--- config.mk ---
export PLATFORM = sky130hd
export DESIGN_NAME = seq_divider32
export DESIGN_NICKNAME = d
export VERILOG_FILES = /design/src/rtl/div_pkg.sv /design/src/rtl/sub_stage.sv /design/src/rtl/seq_divider32.sv
export SDC_FILE = /design/constraint.sdc
export NUM_CORES = 1
export LEC_CHECK = 0
export ABC_CLOCK_PERIOD_IN_PS = 3100
export BUFFER_PORTS_ARGS = -buffer_cell sky130_fd_sc_hd__buf_2
export CAP_MARGIN = 30
export CORE_MARGIN = 3
export CORE_UTILIZATION = 49
export DETAILED_ROUTE_END_ITERATION = 8
export GPL_TIMING_DRIVEN = 0
export PLACE_DENSITY = 0.76
export SLEW_MARGIN = 5
export SYNTH_ARGS = -nofsm -noshare
export SYNTH_HDL_FRONTEND = slang
export SYNTH_SLANG_ARGS = --single-unit
--- constraint.sdc ---
create_clock -name clk -period 3.1 [get_ports clk]
set_input_delay 0 -clock clk [delete_from_list [all_inputs] [get_ports clk]]
set_output_delay 0 -clock clk [all_outputs]
set_load 0.02 [all_outputs]
--- src/rtl/div_pkg.sv ---
// Shared definitions for the iterative divider.
// State encoding, default width and the divide-by-zero quotient.
package div_pkg;

  localparam int DEF_WIDTH = 32;

  localparam logic [DEF_WIDTH-1:0] DIV_ZERO_Q = '1;

  typedef enum logic [1:0] {
    IDLE = 2'd0,
    RUN  = 2'd1,
    FIX  = 2'd2
  } state_t;

endpackage

--- src/rtl/sub_stage.sv ---
// Combinational (W+1)-bit subtractor.
// borrow=1 means a < b, so the restoring step keeps the old remainder.
module sub_stage #(
  parameter int W = 33
) (
  input  logic [W-1:0] a,
  input  logic [W-1:0] b,
  output logic [W-1:0] diff,
  output logic         borrow
);

  always_comb begin
    {borrow, diff} = {1'b0, a} - {1'b0, b};
  end

endmodule

--- src/rtl/seq_divider32.sv ---
// Iterative restoring divider for DIV/DIVU.
// One quotient bit per cycle on magnitudes, then a one-cycle sign fix.
module seq_divider32
  import div_pkg::*;
#(
  parameter int WIDTH = DEF_WIDTH
) (
  input  logic             clk,
  input  logic             rst,
  input  logic             start,
  input  logic             sign,
  input  logic [WIDTH-1:0] dividend,
  input  logic [WIDTH-1:0] divisor,
  output logic             busy,
  output logic             done,
  output logic [WIDTH-1:0] quotient,
  output logic [WIDTH-1:0] remainder,
  output logic             div_by_zero
);

  localparam int CW = $clog2(WIDTH);
  localparam logic [CW-1:0] LAST = CW'(WIDTH - 1);

  state_t state;
  state_t state_nx;

  logic [CW-1:0]  count;
  logic [WIDTH:0] rem_q;
  logic [WIDTH-1:0] quo_q;
  logic [WIDTH-1:0] dvs_q;
  logic sign_q;
  logic dvd_neg;
  logic dvs_neg;

  logic accept;
  logic dz;

  logic [WIDTH:0] rem_sh;
  logic [WIDTH:0] diff;
  logic borrow;

  logic [WIDTH-1:0] mag_dvd;
  logic [WIDTH-1:0] mag_dvs;
  logic [WIDTH-1:0] q_fix;
  logic [WIDTH-1:0] r_fix;

  always_ff @(posedge clk) begin
    if (rst) state <= IDLE;
    else     state <= state_nx;
  end

  always_comb begin
    state_nx = state;
    accept   = 1'b0;
    dz       = 1'b0;
    unique case (state)
      IDLE: begin
        if (start) begin
          if (divisor == '0) begin
            dz = 1'b1;
          end else begin
            accept   = 1'b1;
            state_nx = RUN;
          end
        end
      end
      RUN: begin
        if (count == LAST) state_nx = FIX;
      end
      FIX: state_nx = IDLE;
      default: state_nx = IDLE;
    endcase
  end

  assign busy = (state == RUN) || (state == FIX);

  always_comb begin
    mag_dvd = (sign && dividend[WIDTH-1]) ? -dividend : dividend;
    mag_dvs = (sign && divisor[WIDTH-1])  ? -divisor  : divisor;
  end

  // Shift {R,Q} left by one before the trial subtract.
  assign rem_sh = (rem_q << 1) | {{WIDTH{1'b0}}, quo_q[WIDTH-1]};

  sub_stage #(
    .W(WIDTH + 1)
  ) u_sub (
    .a      (rem_sh),
    .b      ({1'b0, dvs_q}),
    .diff   (diff),
    .borrow (borrow)
  );

  always_comb begin
    q_fix = (sign_q && (dvd_neg ^ dvs_neg)) ? -quo_q : quo_q;
    r_fix = (sign_q && dvd_neg) ? -rem_q[WIDTH-1:0]
                                : rem_q[WIDTH-1:0];
  end

  always_ff @(posedge clk) begin
    if (rst) begin
      count       <= '0;
      rem_q       <= '0;
      quo_q       <= '0;
      dvs_q       <= '0;
      sign_q      <= 1'b0;
      dvd_neg     <= 1'b0;
      dvs_neg     <= 1'b0;
      done        <= 1'b0;
      quotient    <= '0;
      remainder   <= '0;
      div_by_zero <= 1'b0;
    end else begin
      done <= 1'b0;
      if (accept) begin
        count   <= '0;
        rem_q   <= '0;
        quo_q   <= mag_dvd;
        dvs_q   <= mag_dvs;
        sign_q  <= sign;
        dvd_neg <= sign && dividend[WIDTH-1];
        dvs_neg <= sign && divisor[WIDTH-1];
      end
      if (dz) begin
        done        <= 1'b1;
        div_by_zero <= 1'b1;
        quotient    <= WIDTH'(DIV_ZERO_Q);
        remainder   <= dividend;
      end
      if (state == RUN) begin
        rem_q <= borrow ? rem_sh : diff;
        quo_q <= {quo_q[WIDTH-2:0], ~borrow};
        count <= count + 1'b1;
      end
      if (state == FIX) begin
        quotient    <= q_fix;
        remainder   <= r_fix;
        div_by_zero <= 1'b0;
        done        <= 1'b1;
      end
    end
  end

endmodule

==> results_dict.tcl <==
set metrics [dict create \
    outcome "complete, but fails checks" \
    violations "hold timing" \
    first_iter_violations 1128 \
    maxSlewHeadroom_pct 43.9 \
    ir_worst_vdd_v 0.000328 \
    yosys.area.top_type_share_pct 30.1 \
    syn_area_per_cell_um2 7.77 \
    synth_area_leaders "dfxtp_1 30%, xnor2_1 6.2%, a211oi_1 5.9%" \
    synthArstFlopShare_pct 0 \
    crit_type "reg -> reg" \
    timing.hold.ws_ns -0.000965 \
    synth_edf_count 0 \
    num_rows 55 \
    firstDrtPassIters 6 \
    cp_top_family "compound AO/OA/AOI/OAI gates" \
    seqPwrFrac_pct 41.6 \
    numCtsBuffers 17 \
    synth-seq-area-share_pct 30.1 \
    antenna_found_initial 0 \
    clk_pin_slew_ns 0.07 \
    syn-cell-area_mm2 0.0114 \
    vias 11800 \
    grt_usage_pct 27.5 \
    place.gp.congestion 0.976 \
    end_kind "flop" \
    die_w_um 159 \
    clock_latency_ns 0.44 \
    p_comb_share_pct 20.0 \
    synth_commonest_cells "172 x dfxtp_1, 159 x nor2_1, 135 x nand2_1" \
    fillCellCount 2054 \
    internal_power_mw 3.94 \
    area_delta_synth_final_pct 19.2 \
    htree_num_levels 4 \
    synth.largest_area_cell "dfxtp_1" \
    min_period_ns 2.98 \
    period_share_pct 96.0 \
    diodes 0 \
    worst_slew_pin_slew_ns 0.839 \
    clkPwrFrac_pct 38.4 \
    arrival_ns 3.30 \
    cts_tree "done" \
    fmax_mhz 336 \
    synth_fp_nets 1581 \
    yosysWarnings 0 \
    wl_um 35800 \
    grt-ovfl-total 0 \
    die_h_um 159 \
    required_ns 3.43 \
    dpl-instance-area_mm2 0.0125 \
    fin_nets 1776 \
    clock_path_buffers 2 \
    power.density_mw_per_mm2 419 \
    final_cell_area_mm2 0.0136 \
    max_stage_delay_ns 0.42 \
    worst_setup_path_start_kind "flop" \
    clock-sinks 172 \
    power.total_mw 5.71 \
    hp-class "in -> reg" \
    root_buffer "clkbuf_16" \
    path_buf_inv 1 \
    synth_seq_cells 172 \
    synth_cells 1471 \
    fin_skew_ns 0.00885 \
    p_sw_mw 1.76 \
    port_buffers 133 \
    multi_input_area_mm2 0.00740 \
    grt_pass1_wl_um 57300 \
    setup_viol_count_final 0 \
    synth.most_common_cell "dfxtp_1" \
    worstPathMaxFanout 10 \
    vias_per_cell 5.92 \
    seq_area_mm2 0.00345 \
    num_io_pins 135 \
    antenna_left 0 \
    first_global_vias 11300 \
    synth_ff_type "dfxtp_1" \
    p_sw_share_pct 30.9 \
    initial_core_util_pct 50.2 \
    synth_cell_types 74 \
    drive_gt1_share_pct 14.5 \
    wl_per_cell_um 18.0 \
    dpl.hpwl_um 27500 \
    grt_max_degree 17 \
    finalHoldViolCount 1 \
    cpMostUsedCell "a21oi_1" \
    leakage_nw 5.25 \
    cp_cell_sequence "ha_1 -> a21oi_1 -> o21ai_0 -> a221oi_1 -> a21oi_1 -> o311ai_4 -> o21ai_4 -> buf_2 -> nand2_1 -> a32o_1" \
    die_area_mm2 0.0252 \
    coreArea_mm2 0.0228 \
    critical_path.slowest_cell "ha_1" \
    max-cap-violations 0 \
    maxSlewViolCount 0 \
    drc 0 \
]
## power groups by stage
| stage | Combinational (mW) | Sequential [mW] | Clock (mW) |
|---|---|---|---|
| 2_1_floorplan | 0.747 | 2.40 | 0 |
| 3_5_place_dp | 1.04 | 2.42 | 0 |
| 5_1_grt | 1.24 | 2.39 | 2.27 |
| 3_3_place_gp | 1.02 | 2.42 | 0 |
| 6_report | 1.14 | 2.38 | 2.19 |
| 4_1_cts | 1.10 | 2.37 | 2.19 |
## placed cells by master (no fill, tap or decap), types with 9 or more instances in the layout
| master | synthesis | layout |
|---|---|---|
| a211oi_1 | 90 | 90 |
| o211ai_1 | 20 | 20 |
| a211oi_2 | 17 | 17 |
| nand2_1 | 135 | 135 |
| a31oi_1 | 15 | 14 |
| dlygate4sd3_1 | 0 | 41 |
| xnor2_1 | 81 | 81 |
| inv_1 | 68 | 67 |
| and2_0 | 17 | 17 |
| buf_4 | 5 | 11 |
| mux2i_1 | 19 | 19 |
| ha_1 | 41 | 40 |
| clkbuf_16 | 0 | 17 |
| xor2_1 | 58 | 58 |
| clkbuf_1 | 75 | 68 |
| o21ai_0 | 73 | 70 |
| and2_1 | 25 | 25 |
| a32oi_1 | 9 | 9 |
| a21o_1 | 14 | 14 |
| a21oi_1 | 116 | 116 |
| o41ai_1 | 9 | 9 |
| dfxtp_1 | 172 | 170 |
| a221oi_1 | 22 | 22 |
| buf_2 | 13 | 146 |
| o31ai_1 | 15 | 15 |
| nor4_1 | 14 | 11 |
| nor2_1 | 159 | 158 |
| nand3_1 | 18 | 18 |
| o22ai_1 | 11 | 11 |
| nor3_1 | 38 | 38 |
## state kept, by name (all words and copies together), names as in the netlist
register / cells
count: 5
done: 1
remainder: 32
dvs_neg: 1
dvd_neg: 1
sign_q: 1
rem_q: 32
div_by_zero: 1
quotient: 32
dvs_q: 32
state: 2
quo_q: 32
## logic make-up after synthesis
kind of cell               Yosys count  share of synthesized area, %
AOI/OAI and AO/OA                  460                          27.4
xor gates and xnor gates           139                          10.6
adders and majority gates           42                          4.66
buffers and inverters              168                          6.02
DFF                                172                          30.1
muxes                               19                          1.66
and+or+nand+nor                    471                          19.5
## final timing paths
| check | startpoint | end | slack [ns] | depth (start not counted) |
|---|---|---|---|---|
| max | rem_q[17] | rem_q[19] | 0.12 | 10 |
| min | dividend[15] | remainder[15] | -0.001 | 3 |
| max reg2reg | rem_q[17] | rem_q[19] | 0.12 | 10 |
| min reg2reg | dvs_q[22] | dvs_q[22] | 0.45 | 2 |
## cell type report
cell class | instances | area share (%)
well taps | 313 | 2.87
plain buffers | 97 | 3.18
clock inverters | 14 | 1.18
multi-input cells | 1131 | 54.3
repair buffers | 179 | 8.17
clock buffers | 18 | 3.15
flip-flops and latches | 172 | 25.3
inverters | 68 | 1.87
## per-layer routing
| metal | GRT usage [%] | wire (um) | vias up |
|---|---|---|---|
| met3 | 3.52 | 2540 | 93 |
| li1 | - | - | 5690 |
| met1 | 34.4 | 14900 | 5470 |
| met2 | 48.2 | 17100 | 536 |
| met4 | 10.7 | 1310 | 0 |
| met5 | 0 | 0 | - |
## worst reg2reg max path, stage by stage, from the launching register on
cell and delay, ns:
dfxtp_1 0.39, ha_1 0.42, a21oi_1 0.11, o21ai_0 0.38
a221oi_1 0.18, a21oi_1 0.29, o311ai_4 0.19, o21ai_4 0.25
buf_2 0.30, nand2_1 0.10, a32o_1 0.26
## metrics by stage
step | instances | setup TNS [ns] | utilization, % | worst slack, ns
after floorplan | 1471 | 0 | - | 0.261
after global placement | 1917 | -7.08 | 54.8 | -0.305
after CTS | 1992 | 0 | 59.5 | 0.0171
final | 1992 | 0 | 59.8 | 0.125
after global routing | 1992 | -0.0100 | 59.8 | -0.0100
after detailed placement | 1917 | -7.32 | 54.8 | -0.334
## timing repair
| action | CTS | global route |
|---|---|---|
| pin swaps | 1 | 1 |
| endpoints found under the hold margin | 43 | 0 |
| gates cloned | 0 | 0 |
| endpoints found under the setup margin | 31 | 100 |
| gates resized for setup | 12 | 24 |
| hold buffers | 41 | 0 |
| setup buffers | 2 | 3 |
(Power assumes the default switching activity.)
